==> src/rtl/lcd_window_writer.sv <==
// lcd_window_writer: after init, writes CASET/PASET/RAMWR for one window,
// then streams pixel bytes MSB first through the shared byte transmitter.
module lcd_window_writer #(
    parameter int H_RES           = 320,
    parameter int V_RES           = 480,
    parameter int BYTES_PER_PIXEL = 3
) (
    input  logic        clk,
    input  logic        rst_n,
    input  logic        init_done,
    input  logic        start,
    input  logic [8:0]  x0,
    input  logic [8:0]  x1,
    input  logic [8:0]  y0,
    input  logic [8:0]  y1,
    input  logic        abort,
    input  logic [23:0] pix_data,
    input  logic        pix_valid,
    output logic        pix_ready,
    input  logic        tx_busy,
    output logic [7:0]  data_out,
    output logic        send_data,
    output logic        data_command,
    output logic        busy,
    output logic        frame_done,
    output logic        cfg_err
);
    typedef enum logic [3:0] {
        IDLE, CMD_CASET, PARAM_C, CMD_PASET, PARAM_P, CMD_RAMWR, PIX_FETCH, PIX_BYTE, DONE
    } state_t;

    localparam logic [9:0] LP_H    = 10'(H_RES);
    localparam logic [9:0] LP_V    = 10'(V_RES);
    localparam logic [1:0] LP_LAST = 2'(BYTES_PER_PIXEL - 1);

    state_t      r_state;
    logic        r_blank;
    logic [1:0]  r_idx;
    logic [8:0]  r_x0, r_x1, r_y0, r_y1;
    logic [17:0] r_cnt;
    logic [23:0] r_pix;
    logic        r_busy, r_frame_done, r_cfg_err;

    logic        w_bad, w_cmd, w_pend, w_send;
    logic [9:0]  w_w, w_h;
    logic [17:0] w_n;
    logic [8:0]  w_coord;
    logic [7:0]  w_param, w_pix, w_byte;
    logic [1:0]  w_sel;

    assign w_bad = (x0 > x1) || (y0 > y1) || ({1'b0, x1} >= LP_H) || ({1'b0, y1} >= LP_V);
    assign w_w   = {1'b0, x1} - {1'b0, x0} + 10'd1;
    assign w_h   = {1'b0, y1} - {1'b0, y0} + 10'd1;
    assign w_n   = {8'd0, w_w} * {8'd0, w_h};

    // The strobe looks at tx_busy in its own cycle; the blanking cycle after a
    // strobe covers the transmitter's latency in raising tx_busy.
    assign w_cmd  = (r_state == CMD_CASET) || (r_state == CMD_PASET) || (r_state == CMD_RAMWR);
    assign w_pend = w_cmd || (r_state == PARAM_C) || (r_state == PARAM_P) || (r_state == PIX_BYTE);
    assign w_send = w_pend && !r_blank && !tx_busy;

    assign w_coord = (r_state == PARAM_C) ? (r_idx[1] ? r_x1 : r_x0) : (r_idx[1] ? r_y1 : r_y0);
    assign w_param = r_idx[0] ? w_coord[7:0] : {7'd0, w_coord[8]};
    assign w_sel   = LP_LAST - r_idx;
    assign w_pix   = (w_sel == 2'd2) ? r_pix[23:16] : (w_sel == 2'd1) ? r_pix[15:8] : r_pix[7:0];
    assign w_byte  = (r_state == CMD_CASET) ? 8'h2A :
                     (r_state == CMD_PASET) ? 8'h2B :
                     (r_state == CMD_RAMWR) ? 8'h2C :
                     (r_state == PIX_BYTE)  ? w_pix : w_param;

    assign send_data    = w_send;
    assign data_out     = w_send ? w_byte : 8'h00;
    assign data_command = w_send && !w_cmd;
    assign pix_ready    = (r_state == PIX_FETCH);
    assign busy         = r_busy;
    assign frame_done   = r_frame_done;
    assign cfg_err      = r_cfg_err;

    always_ff @(posedge clk or negedge rst_n) begin
        if (!rst_n) begin
            r_state      <= IDLE;
            r_blank      <= 1'b0;
            r_idx        <= 2'd0;
            r_x0         <= 9'd0;
            r_x1         <= 9'd0;
            r_y0         <= 9'd0;
            r_y1         <= 9'd0;
            r_cnt        <= 18'd0;
            r_pix        <= 24'd0;
            r_busy       <= 1'b0;
            r_frame_done <= 1'b0;
            r_cfg_err    <= 1'b0;
        end else begin
            r_blank      <= w_send;
            r_cfg_err    <= 1'b0;
            r_frame_done <= 1'b0;
            if (abort && r_state != IDLE) begin
                r_state <= IDLE;
                r_busy  <= 1'b0;
            end else begin
                case (r_state)
                    IDLE: if (start && init_done) begin
                        if (w_bad) begin
                            r_cfg_err <= 1'b1;
                        end else begin
                            r_x0    <= x0;
                            r_x1    <= x1;
                            r_y0    <= y0;
                            r_y1    <= y1;
                            r_cnt   <= w_n;
                            r_idx   <= 2'd0;
                            r_busy  <= 1'b1;
                            r_state <= CMD_CASET;
                        end
                    end
                    CMD_CASET: if (w_send) r_state <= PARAM_C;
                    PARAM_C: if (w_send) begin
                        r_idx <= r_idx + 2'd1;
                        if (r_idx == 2'd3) r_state <= CMD_PASET;
                    end
                    CMD_PASET: if (w_send) r_state <= PARAM_P;
                    PARAM_P: if (w_send) begin
                        r_idx <= r_idx + 2'd1;
                        if (r_idx == 2'd3) r_state <= CMD_RAMWR;
                    end
                    CMD_RAMWR: if (w_send) r_state <= PIX_FETCH;
                    PIX_FETCH: if (pix_valid) begin
                        r_pix   <= pix_data;
                        r_cnt   <= r_cnt - 18'd1;
                        r_idx   <= 2'd0;
                        r_state <= PIX_BYTE;
                    end
                    PIX_BYTE: if (w_send) begin
                        r_idx <= r_idx + 2'd1;
                        if (r_idx == LP_LAST) begin
                            r_state      <= (r_cnt == 18'd0) ? DONE : PIX_FETCH;
                            r_frame_done <= (r_cnt == 18'd0);
                        end
                    end
                    DONE: begin
                        r_state <= IDLE;
                        r_busy  <= 1'b0;
                    end
                    default: r_state <= IDLE;
                endcase
            end
        end
    end
endmodule

==> config.mk <==
export PLATFORM = sky130hd
export DESIGN_NAME = lcd_window_writer
export DESIGN_NICKNAME = d
export VERILOG_FILES = /design/src/rtl/lcd_window_writer.sv
export SDC_FILE = /design/constraint.sdc
export NUM_CORES = 1
export LEC_CHECK = 0
export ABC_CLOCK_PERIOD_IN_PS = 4000
export CORE_ASPECT_RATIO = 1.75
export CORE_UTILIZATION = 45
export CTS_CLUSTER_DIAMETER = 150
export DETAILED_ROUTE_END_ITERATION = 6
export DONT_BUFFER_PORTS = 1
export GPL_TIMING_DRIVEN = 0
export HOLD_SLACK_MARGIN = 0.06
export MAX_ROUTING_LAYER = met4
export SYNTH_ARGS = -nofsm -noshare
export SYNTH_HDL_FRONTEND = slang
export SYNTH_SLANG_ARGS = --single-unit
==> constraint.sdc <==
create_clock -name clk -period 4 [get_ports clk]
set_input_delay 0.8 -clock clk [delete_from_list [all_inputs] [get_ports clk]]
set_output_delay 0.8 -clock clk [all_outputs]
set_load 0.03 [all_outputs]
## Yosys cells after proc, flatten, opt, wreduce, memory -nomap -nowiden

Index checks and enable logic that the tools add are counted.

- Add/sub/neg operators: 7
- Multipliers: 1
- Magnitude comparators: 4
- Equality and inequality tests: 28
- Multiplexer cells: 47
- Bitwise logic cells: 2
- Reductions and logical operators: 29

Operators with widths:

| operator | count |
|---|---|
| two-way mux 8 bit | 8 |
| two-way mux 4 bit | 14 |
| two-way mux 18 bit | 3 |
| one-hot mux 18 bit (2 select lines) | 1 |
| one-hot mux 4 bit (8 select lines) | 1 |
| two-way mux 9 bit | 3 |
| != test 3 x 2 -> 1 bit, second input constant | 7 |
| adder 10 x 1 -> 10 bit, second input constant | 2 |
| subtractor 9 x 9 -> 10 bit | 2 |
| greater-or-equal comparator 9 bit, second input constant | 2 |
| > comparator 9 bit | 2 |
| logical NOT 18 bit | 1 |
| multiplier 10 x 10 -> 18 bit | 1 |
| subtractor 18 x 1 -> 18 bit, second input constant | 1 |
| equality test 4 x 3 -> 1 bit, second input constant | 4 |
| AND reduction 12 bit | 1 |
| two-way mux 1 bit | 11 |
| != test 3 x 1 -> 1 bit, second input constant | 3 |
| equality test 4 x 2 -> 1 bit, second input constant | 2 |
| logical OR 1 bit | 8 |
| two-way mux 2 bit | 4 |
| equality test 2 bit, second input constant | 3 |
| != test 2 bit, second input constant | 3 |
| != test 3 bit, second input constant | 2 |
| other kinds (20) | 29 |

- Bits in registers: 88
- Input bits: 67
- Output and inout port bits: 14
- Logic and storage cells: 130

## Longest topological paths before layout

- Depth after elaboration: 11
- Depth in mapped cells: 30
- Gate-level depth less buffers: 30

## Worst setup path after synthesis

No wires, ideal clock.

- Path kind: input-to-reg
- Start: input port y1[1]
- End: register r_cnt[17]
- Setup time: 0.130 ns
- Arrival time: 7.499 ns
- Required time: 3.870 ns
- Setup slack: -3.629 ns
- Stages on the path: 28
- Buffers on the path: 0
- Cell sequence: inv_1 -> ha_1 -> inv_1 -> ha_1 -> inv_1 -> fa_1 -> o41ai_1 -> o41a_1 -> nor2_1 -> xor2_1 -> or2_2 -> fa_1 -> fa_1 -> inv_1 -> fa_1 -> fa_1 -> inv_1 -> fa_1 -> inv_1 -> ha_1 -> a21oi_1 -> o21ai_0 -> a31o_2 -> o311a_1 -> o41ai_1 -> o21ai_0 -> xnor2_1 -> o211ai_2

- Longest elaborated chain between the ends: 6
- Elaborated cells between the ends (all ways): 13
- Those cells by class: 2 x add/sub; 1 x mul; 2 x order compare; 1 x eq/ne; 3 x mux; 4 x reduce/logical

Ends and longest elaborated chain:

| element | RTL line | RTL |
|---|---|---|
| start, declared | 15 | `input logic [8:0] y1,` |
| subtractor 9 x 9 -> 10 bit or > comparator 9 bit (tied branches) | 53, 51 |  |
| adder 10 x 1 -> 10 bit or logical OR 1 bit (tied branches) | 53, 51 |  |
| multiplier 10 x 10 -> 18 bit or logical OR 1 bit (tied branches) | 54, 51 |  |
| two-way mux 18 bit or logical OR 1 bit (tied branches) | 103, 51 |  |
| two-way mux 18 bit or != test 2 bit (tied branches) | n/a |  |
| one-hot mux 18 bit (2 select lines) or AND reduction 5 bit (tied branches) | n/a |  |
| end signal, assigned | 110 | `r_cnt <= w_n;` |
| end signal, assigned | 129 | `r_cnt <= r_cnt - 18'd1;` |
| end, declared | 40 | `logic [17:0] r_cnt;` |

Several ways; a longest one is shown, not always the timed one. The select of a mux whose other input is x is not followed.
A chain may end at the register's enable or synchronous reset.

## Final worst setup path

Same ends and word-level chain as after synthesis.

==> impl_results.md <==
- YS warnings: 0
- Clock transition at path regs: about 0.07 ns
- Vias in the first global route: between 7000 and 8000
- Final std cell area, no fill: between 10000 and 15000 µm²
- CTS tree: done
- Worst Max-Slew Pin Slew: between 1 and 1.5 ns
- Number of synthesized flops with an enable pin: 0
- Status: finished with violations
- Worst-path maximum fanout: 4
- CTS max path bufs: 2
- Diode count: 0
- Pre-CTS setup slack: -4.001 ns
- Post-DRT Antenna Nets: 0
- Slowest cell on crit path: fa_1
- Crit path buf inv count: 8
- Util after Layout: 55.20%
- Layout Nets: 1264
- DP Wirelength: 19.85 mm
- Cell taking the most area after synthesis: dfrtp_1
- Largest net degree at the start of global routing: 89
- Initial antenna violation count: 0
- Final Hold Fails: 0
- Placed cell areas: around 9500 µm²
- Initial DRC count: 371
- Setup-failing EPs final: 15
- Area grow syn2layout: 19.28%
- CTS sink cnt: 88
- CP arrival: about 7.3 ns
- Crit path max-delay family: adder cells
- Synth async-reset ratio: between 90% and 100%
- Synth cell types: between 60 and 70
- Final GP Congestion: about 0.94
- Die width: between 100 and 150 µm
- Syn_nets: approximately 1200
- Crit. End Element: flip-flop
- Syn_area_per_cell: between 8 and 9 µm²
- Die area: 20420 µm²
- Chip height: around 190 µm
- Placement Rows: between 60 and 70
- Root buf cell: clkbuf_16
- WL/cell: 19.37 µm
- Sequential share of the synthesized area: between 20 and 25%
- Fill cells: around 1800
- Post-synthesis instance total: between 900 and 1000
- Area contributors post-synth: dfrtp_1 25%, fa_1 15%, ha_1 14%
- Core area: 19280 µm²
- Share of layout cells above drive strength 1: 20.31%
- Grt ovf: 0
- Crit path time final: ~7.1 ns
- CTS HTree Levels: 3
- Max-slew violation count: 0
- Max-cap violations: 0
- Predominant post-synthesis flop cell: dfrtp_1
- Sum Neg Setup Slack: -30.46 ns
- Worst slew margin: between 10 and 15%
- Vias: slightly above 7000
- Crit start category: input port
- Clk_lat worst skew: about 0.34 ns
- Period utilization: 176.5%
- Area of the multi-input gates: around 6900 µm²
- Via density: between 5 and 6
- Setup ws final: -3.060 ns
- Max Clock Freq: 141.6 MHz
- CP most frequent cell: fa_1
- Worst hold-check path type: in2async
- Cell Area, Synth: 8924 µm²
- I/O Buffers: 0
- Critical path class: in2reg
- Total track usage: between 20% and 30%
- Yosys top cell area share: around 25%
- Commonest non-fill, non-tap cell in the layout: inv_1
- RSZ-0062 raised after global routing: yes
- Most frequent cells in the layout: 123 x inv_1, 104 x nand2_1, 88 x nor2_1, 88 x dfrtp_1, 69 x ha_1
- First-pass GRT wire length: ~40 mm
- Critical Path Max Stage Delay: 0.52 ns
- CTS Buf Count: 9
- Critical Path RT: 4.22 ns
- Total Routed Length: ~25 mm
- Initial Util: a little under half
- Failing checks: negative setup slack
- Register bit total from synthesis: slightly below 90
- Drt first pass iters: 5
- IO Count: 81
- Layout Skew: a little under 0.008 ns
- DRC violations left: 0
- Area occupied by registers: around 2200 µm²
final cells by class:
class                           count  area share (%)
Tap cell                          241           2.833
Inverter                          135           4.972
Buffer                             29           1.375
Clock buffer                       10           2.151
Sequential cell                    88           20.69
Clock inverter                      6          0.7876
Timing Repair Buffer               32           2.433
Multi-Input combinational cell    739           64.76
logic make-up after synthesis:
| kind of cell | Yosys count | synth area share [%] |
|---|---|---|
| AOI/OAI and AO/OA | 188 | 13.33 |
| DFF | 88 | 24.68 |
| buffers and inverters | 167 | 7.403 |
| adders and majority gates | 164 | 28.44 |
| muxes | 46 | 6.800 |
| xor gates and xnor gates | 38 | 3.814 |
| and+or+nand+nor | 303 | 15.54 |
routing by layer:
layer	global-route usage (%)	vias up	part of all wire (%)
li1	-	3413	-
met1	25.79	3525	35
met2	49.90	148	56
met3	4.255	58	4.4
met4	11.38	0	4.4
met5	-	-	0
repair_timing:
action | CTS | global route
setup endpoints to repair | 20 | 19
buffers inserted | 26 | 6
hold buffers | 0 | 0
resized for setup | 55 | 34
pin swaps | 31 | 13
cell usage after synthesis, drive strengths merged, types with 15 or more instances:
master,number
a21oi,46
clkbuf,21
dfrtp,88
fa,65
ha,98
inv,135
mux2,27
nand2,105
nand2b,18
nor2,91
nor3,25
o21ai,69
xnor2,23
xor2,15
worst register-to-register path, delay by kind of cell, from the launching register on:
family / cells / cell delay, ns
compound gates: 2 / 0.55
buf+inv: 1 / 0.20
flops: 1 / 0.36
mux: 1 / 0.27
simple gates: 3 / 1.82
metrics by stage:
stage | hold slack (ns) | std cells
3_3_place_gp | 0.4480 | 1235
5_1_grt | 0.1367 | 1280
6_report | 0.1477 | 1280
3_5_place_dp | 0.4566 | 1235
4_1_cts | 0.1444 | 1274
2_1_floorplan | 0.4334 | 994
sequential cells by signal, summed over array words and instances, names as in the netlist:
register / cells
r_blank: 1
r_idx: 2
r_state: 4
r_x1: 9
busy: 1
r_cnt: 18
r_y1: 9
frame_done: 1
r_pix: 24
r_x0: 9
r_y0: 9
cfg_err: 1
path summary, 6_finish.rpt:
path / startpoint / endpoint / slack (ns) / cells after the start
min in group clk: r_y1[0] / r_y1[0] / 0.47 / 2
max reg2reg: r_state[3] / r_idx[0] / 0.70 / 7
max in group asynchronous: rst_n / r_cnt[2] / 3.72 / 0
min: rst_n / r_x0[1] / 0.15 / 0
min reg2reg: r_y1[0] / r_y1[0] / 0.47 / 2
max: y1[1] / r_cnt[17] / -3.06 / 30
Power is left out: the tool's default activity adds up to more than one toggle a clock period on the data nets, which glitch-free logic cannot reach.
